File: config.mk
export PLATFORM = sky130hd
export DESIGN_NAME = mem_port_arbiter
export DESIGN_NICKNAME = d
export VERILOG_FILES = /design/src/rtl/mem_port_arbiter.sv
export SDC_FILE = /design/constraint.sdc
export NUM_CORES = 1
export LEC_CHECK = 0
export ABC_AREA = 1
export CAP_MARGIN = 20
export CORE_AREA = 5 5 444 446
export CTS_CLUSTER_DIAMETER = 60
export CTS_CLUSTER_SIZE = 14
export DETAILED_ROUTE_END_ITERATION = 12
export DIE_AREA = 0 0 449 451
export DONT_BUFFER_PORTS = 1
export PLACE_DENSITY = 0.31
export SLEW_MARGIN = 10
export SYNTH_ARGS = -nofsm -noshare
export SYNTH_HDL_FRONTEND = slang
export SYNTH_SLANG_ARGS = --single-unit
File: constraint.sdc
create_clock -name clk -period 4.8 [get_ports clk]
set_input_delay 0.72 -clock clk [delete_from_list [all_inputs] [get_ports clk]]
set_output_delay 0.72 -clock clk [all_outputs]
set_load 0.01 [all_outputs]
File: src/rtl/mem_port_arbiter.sv
// Two-requester arbiter for the single memory-controller port: registered
// round-robin ownership with a burst cap, and read data steered back by tag.
module mem_port_arbiter #(
    parameter int ADDR_W    = 128,
    parameter int DATA_W    = 128,
    parameter int MAX_BURST = 8,
    parameter int RD_LAT    = 1
) (
    input  logic              clk,
    input  logic              rst,
    input  logic              req0,
    input  logic              req1,
    input  logic              we0,
    input  logic              we1,
    input  logic              vf0,
    input  logic              vf1,
    input  logic [ADDR_W-1:0] addr0,
    input  logic [ADDR_W-1:0] addr1,
    input  logic [DATA_W-1:0] wd0,
    input  logic [DATA_W-1:0] wd1,
    output logic              gnt0,
    output logic              gnt1,
    output logic              rvalid0,
    output logic              rvalid1,
    output logic [DATA_W-1:0] rdata0,
    output logic [DATA_W-1:0] rdata1,
    output logic              mem_we,
    output logic              mem_vf,
    output logic [ADDR_W-1:0] mem_addr,
    output logic [DATA_W-1:0] mem_wd,
    input  logic [DATA_W-1:0] mem_rd
);

    typedef enum logic [1:0] {
        IDLE = 2'd0,
        OWN0 = 2'd1,
        OWN1 = 2'd2
    } state_t;

    typedef struct packed {
        logic valid;
        logic owner;
    } tag_t;

    localparam logic [7:0] CNT_MAX = 8'(MAX_BURST);

    state_t            r_state;
    logic              r_gnt0;
    logic              r_gnt1;
    logic              r_rr;
    logic [7:0]        r_cnt;
    tag_t              r_tag [RD_LAT];
    logic [DATA_W-1:0] r_rdata0;
    logic [DATA_W-1:0] r_rdata1;

    logic       w_acc0;
    logic       w_acc1;
    logic       w_acc;
    logic       w_own0;
    logic       w_req_own;
    logic       w_req_oth;
    logic       w_leave;
    logic [7:0] w_cnt_next;
    tag_t       w_tag_out;

    assign w_acc0    = r_gnt0 & req0;
    assign w_acc1    = r_gnt1 & req1;
    assign w_acc     = w_acc0 | w_acc1;
    assign w_own0    = (r_state == OWN0);
    assign w_req_own = w_own0 ? req0 : req1;
    assign w_req_oth = w_own0 ? req1 : req0;

    // The cap is judged on the count including this cycle's beat, so the
    // owner hands over right after its MAX_BURST-th accepted beat.
    assign w_cnt_next = (w_acc && r_cnt != CNT_MAX) ? r_cnt + 8'd1 : r_cnt;
    assign w_leave    = !w_req_own || (w_cnt_next == CNT_MAX && w_req_oth);

    // NOTE: sequential state uses non-blocking assignments so every register
    // samples the pre-edge values, independent of statement order.
    always_ff @(posedge clk or negedge rst) begin
        if (!rst) begin
            r_state <= IDLE;
            r_gnt0  <= 1'b0;
            r_gnt1  <= 1'b0;
            r_rr    <= 1'b0;
            r_cnt   <= '0;
        end else begin
            case (r_state)
                IDLE: begin
                    if (req0 && !(req1 && r_rr)) begin
                        r_state <= OWN0;
                        r_gnt0  <= 1'b1;
                    end else if (req1) begin
                        r_state <= OWN1;
                        r_gnt1  <= 1'b1;
                    end
                end
                OWN0, OWN1: begin
                    if (w_leave) begin
                        r_cnt <= '0;
                        r_rr  <= w_own0;
                        if (w_req_oth) begin
                            r_state <= w_own0 ? OWN1 : OWN0;
                            r_gnt0  <= !w_own0;
                            r_gnt1  <= w_own0;
                        end else begin
                            r_state <= IDLE;
                            r_gnt0  <= 1'b0;
                            r_gnt1  <= 1'b0;
                        end
                    end else begin
                        r_cnt <= w_cnt_next;
                    end
                end
                default: begin
                    r_state <= IDLE;
                    r_gnt0  <= 1'b0;
                    r_gnt1  <= 1'b0;
                end
            endcase
        end
    end

    assign gnt0 = r_gnt0;
    assign gnt1 = r_gnt1;

    // NOTE: every output gets a default first so no path leaves a latch.
    always_comb begin
        mem_we   = 1'b0;
        mem_vf   = 1'b0;
        mem_addr = '0;
        mem_wd   = '0;
        if (w_acc0) begin
            mem_we   = we0;
            mem_vf   = vf0;
            mem_addr = addr0;
            mem_wd   = wd0;
        end else if (w_acc1) begin
            mem_we   = we1;
            mem_vf   = vf1;
            mem_addr = addr1;
            mem_wd   = wd1;
        end
    end

    // NOTE: the tag pipeline is reset even though it is storage, because its
    // valid bits drive rvalid and stale tags must not survive a reset.
    always_ff @(posedge clk or negedge rst) begin
        if (!rst) begin
            for (int i = 0; i < RD_LAT; i++) begin
                r_tag[i] <= '0;
            end
            r_rdata0 <= '0;
            r_rdata1 <= '0;
        end else begin
            r_tag[0].valid <= w_acc & ~mem_we;
            r_tag[0].owner <= w_acc1;
            for (int i = 1; i < RD_LAT; i++) begin
                r_tag[i] <= r_tag[i-1];
            end
            if (rvalid0) begin
                r_rdata0 <= mem_rd;
            end
            if (rvalid1) begin
                r_rdata1 <= mem_rd;
            end
        end
    end

    // mem_rd is live in the cycle the tag emerges, so it is passed straight
    // through then and held afterwards.
    assign w_tag_out = r_tag[RD_LAT-1];
    assign rvalid0   = w_tag_out.valid & ~w_tag_out.owner;
    assign rvalid1   = w_tag_out.valid & w_tag_out.owner;
    assign rdata0    = rvalid0 ? mem_rd : r_rdata0;
    assign rdata1    = rvalid1 ? mem_rd : r_rdata1;

endmodule

==> impl_metrics.env <==
export IMPL_cts_sinks=271
export IMPL_relSlewSlack_pct=26.09
export IMPL_crit_chain="nand2_8 -> inv_8 -> buf_4 -> nand2_1 -> nand2_1"
export IMPL_core_area_um2=192200
export IMPL_syn_to_final_growth_pct=28.88
export IMPL_nets=2540
export IMPL_holdWs_ns=-0.1770
export IMPL_mostFrequentLayoutCell="nand2_1"
export IMPL_firstDrtPassIters=6
export IMPL_drive_above_1_share_pct=4.777
export IMPL_ys_flop_type="dfrtp_1"
export IMPL_globalRoute_busiestLayer="met2"
export IMPL_drc_errors=0
export IMPL_multi_input_area_um2=6118
export IMPL_setup_viol=0
export IMPL_place_area_um2=16950
export IMPL_htreeDepth=1
export IMPL_cpMaxStageDelayCell="dfrtp_1"
export IMPL_fin_cells=4484
export IMPL_synth_area_um2=14000
export IMPL_critPathMostFrequentCell="nand2_1"
export IMPL_ff_latch_area_um2=6782
export IMPL_synth_top_area_share_pct=48.45
export IMPL_grt_pass1_vias=13711
export IMPL_dieArea_um2=202500
export IMPL_vias_per_cell=3.101
export IMPL_min_path_type="in -> async"
export IMPL_grt_max_degree=272
export IMPL_cts_buffers=30
export IMPL_clock_fmax_mhz=244.9
export IMPL_hold_violations=271
export IMPL_cts_resized=0
export IMPL_period_share_pct=85.06
export IMPL_place_gp_congestion=1.002
export IMPL_placed_cells_incl_taps=4381
export IMPL_worst_r2r_path_depth=14
export IMPL_grt_remaining_overflow=0
export IMPL_worst_slew_pin_slew_ns=1.097
export IMPL_violations="negative hold slack"
export IMPL_avgRoutedWirePerCell_um=29.67
export IMPL_use_met2_pct=25.84
export IMPL_clockRootBuffer="clkbuf_16"
export IMPL_clkLatencyLatePin_ns=0.59
export IMPL_syn_num_nets=2627
export IMPL_cts_max_path_buffers=3
export IMPL_async_flop_share_pct=100.0
export IMPL_skew_ns=0.01488
export IMPL_arrival_ns=3.36
export IMPL_grt_usage_pct=12.37
export IMPL_initial_utilization_pct=7.283
export IMPL_rr_endpoint="r_state[1]"
export IMPL_yosys_area_top_type="dfrtp_1"
export IMPL_final_cell_mix="nand2_1, dfrtp_1, nand3_1"
export IMPL_vias=13907
export IMPL_final_util_pct=9.386
export IMPL_fin_crit_ns=4.083
export IMPL_tns_ns=0
export IMPL_drv_cap=0
export IMPL_first_iter_violations=1096
export IMPL_status="finished with violations"
export IMPL_seq_area_frac_synth_pct=48.45
export IMPL_gr_usage_met1_pct=9.432
export IMPL_power_mw=11.68
export IMPL_placementRows=161
export IMPL_chipHeight_um=451
export IMPL_required_ns=4.08
export IMPL_critPathCaptureType="primary output"
export IMPL_rrSetupSlack_ns=1.49
export IMPL_synth_edf_count=0
export IMPL_ios=1166
export IMPL_cts_setup_buffers=0
export IMPL_crit_fanout=72
export IMPL_timing_final_max_slew_violations=0
export IMPL_io_buffers=0
export IMPL_cts_tree="built"
export IMPL_setup_slack_ns=0.7171
export IMPL_place_hpwl_um=115700
export IMPL_finalWirelength_um=133000
export IMPL_power_density_nw_per_um2=647.7
export IMPL_synth_cell_types=27
export IMPL_met3_usage_pct=4.503
export IMPL_synth_cells=1974
export IMPL_path_clk_slew_ns=0.07
export IMPL_synth_seq_cells=271
export IMPL_max_stage_delay_ns=0.71
export IMPL_postRouteAntennaNets=0
export IMPL_rr_startpoint="gnt0"
export IMPL_ys_warn_count=0
export IMPL_critPathKind="reg -> out"
export IMPL_synth_area_leaders="dfrtp_1, nand2_1, nand3_1"
export IMPL_grt_setup_unrepaired="false"
export IMPL_die_w_um=449
export IMPL_ir_drop_mv=0.2599
export IMPL_leakagePower_nw=8.228
export IMPL_crit_path_start_kind="register"
export IMPL_dp_slack_ns=1.289
export IMPL_fillers=22649
export IMPL_antenna_found_initial=139
export IMPL_avgSynthCellArea_um2=7.090
export IMPL_stdcell_area_um2=18040
export IMPL_grt_pass1_wl_um=163800
-- report_power, final --
| group | leakage (nW) | total (mW) | switching, mW | internal [mW] |
|---|---|---|---|---|
| registers | 3.33 | 3.70 | 0.307 | 3.39 |
| logic | 4.44 | 5.69 | 4.69 | 1.00 |
| clock network | 0.456 | 2.29 | 1.05 | 1.25 |
-- synth_stat cells (2+ instances only) --
cell      number
clkbuf_1     132
buf_2          2
inv_1        151
dfrtp_1      271
nand2_1      830
nor2_2         3
buf_1          7
o21ai_0      260
nand3_1      270
nor2_1        11
nand3_2        2
nand2_2        3
a21oi_1        5
inv_2          3
ha_1           5
o22ai_1        8
-- how the worst max path moves through the flow --
stage	start	to	slack [ns]	depth (start not counted)
after CTS	gnt0	mem_addr[9]	0.58	5
after detailed placement	gnt0	mem_addr[9]	1.29	5
after floorplan	req1	mem_addr[108]	2.43	6
after global placement	gnt0	mem_addr[1]	1.25	5
after global routing	gnt0	mem_addr[9]	0.48	5
final	gnt0	mem_addr[9]	0.72	5
-- cell families (layout without fill, tap and decap cells) --
| kind of cell | count (synthesis) | count (layout) | share of synthesized area, % |
|---|---|---|---|
| AO/OA/AOI/OAI | 277 | 277 | 10.04 |
| XOR/XNOR | 1 | 1 | 0.06259 |
| adder cells (fa/ha/maj) | 5 | 5 | 0.4470 |
| buffers and inverters | 297 | 228 | 8.037 |
| flip-flops | 271 | 271 | 48.45 |
| other | 0 | 53 | 0 |
| AND/OR/NAND/NOR | 1123 | 1123 | 32.96 |
-- critical path: cells and delay by family (launching register included) --
| family | cells | cell delay (ns) |
|---|---|---|
| AND/OR/NAND/NOR | 3 | 0.72 |
| flip-flops | 1 | 0.71 |
| buffers and inverters | 2 | 1.08 |
-- layout make-up --
cell class | instances | area share [%]
clock buffer | 34 | 4.363
inverter | 155 | 3.337
antenna | 53 | 0.7353
multi-input combinational | 1406 | 33.92
tap | 2526 | 17.52
clock inverter | 16 | 0.9434
timing repair buffer | 23 | 1.582
sequential | 271 | 37.60
-- flip-flops by register name (all words and copies together), names as in the netlist --
signal / flops
gnt0: 1
r_rdata1: 128
r_rdata0: 128
gnt1: 1
r_tag: 2
r_rr: 1
r_state: 2
r_cnt: 8
-- per-layer routing --
metal  wire length [µm]  share of wire (%)
met1              34080                 26
met2              74830                 56
met3              11640                8.7
met4              12110                9.1
met5                358               0.27
Power figures use the tool's default switching activity.
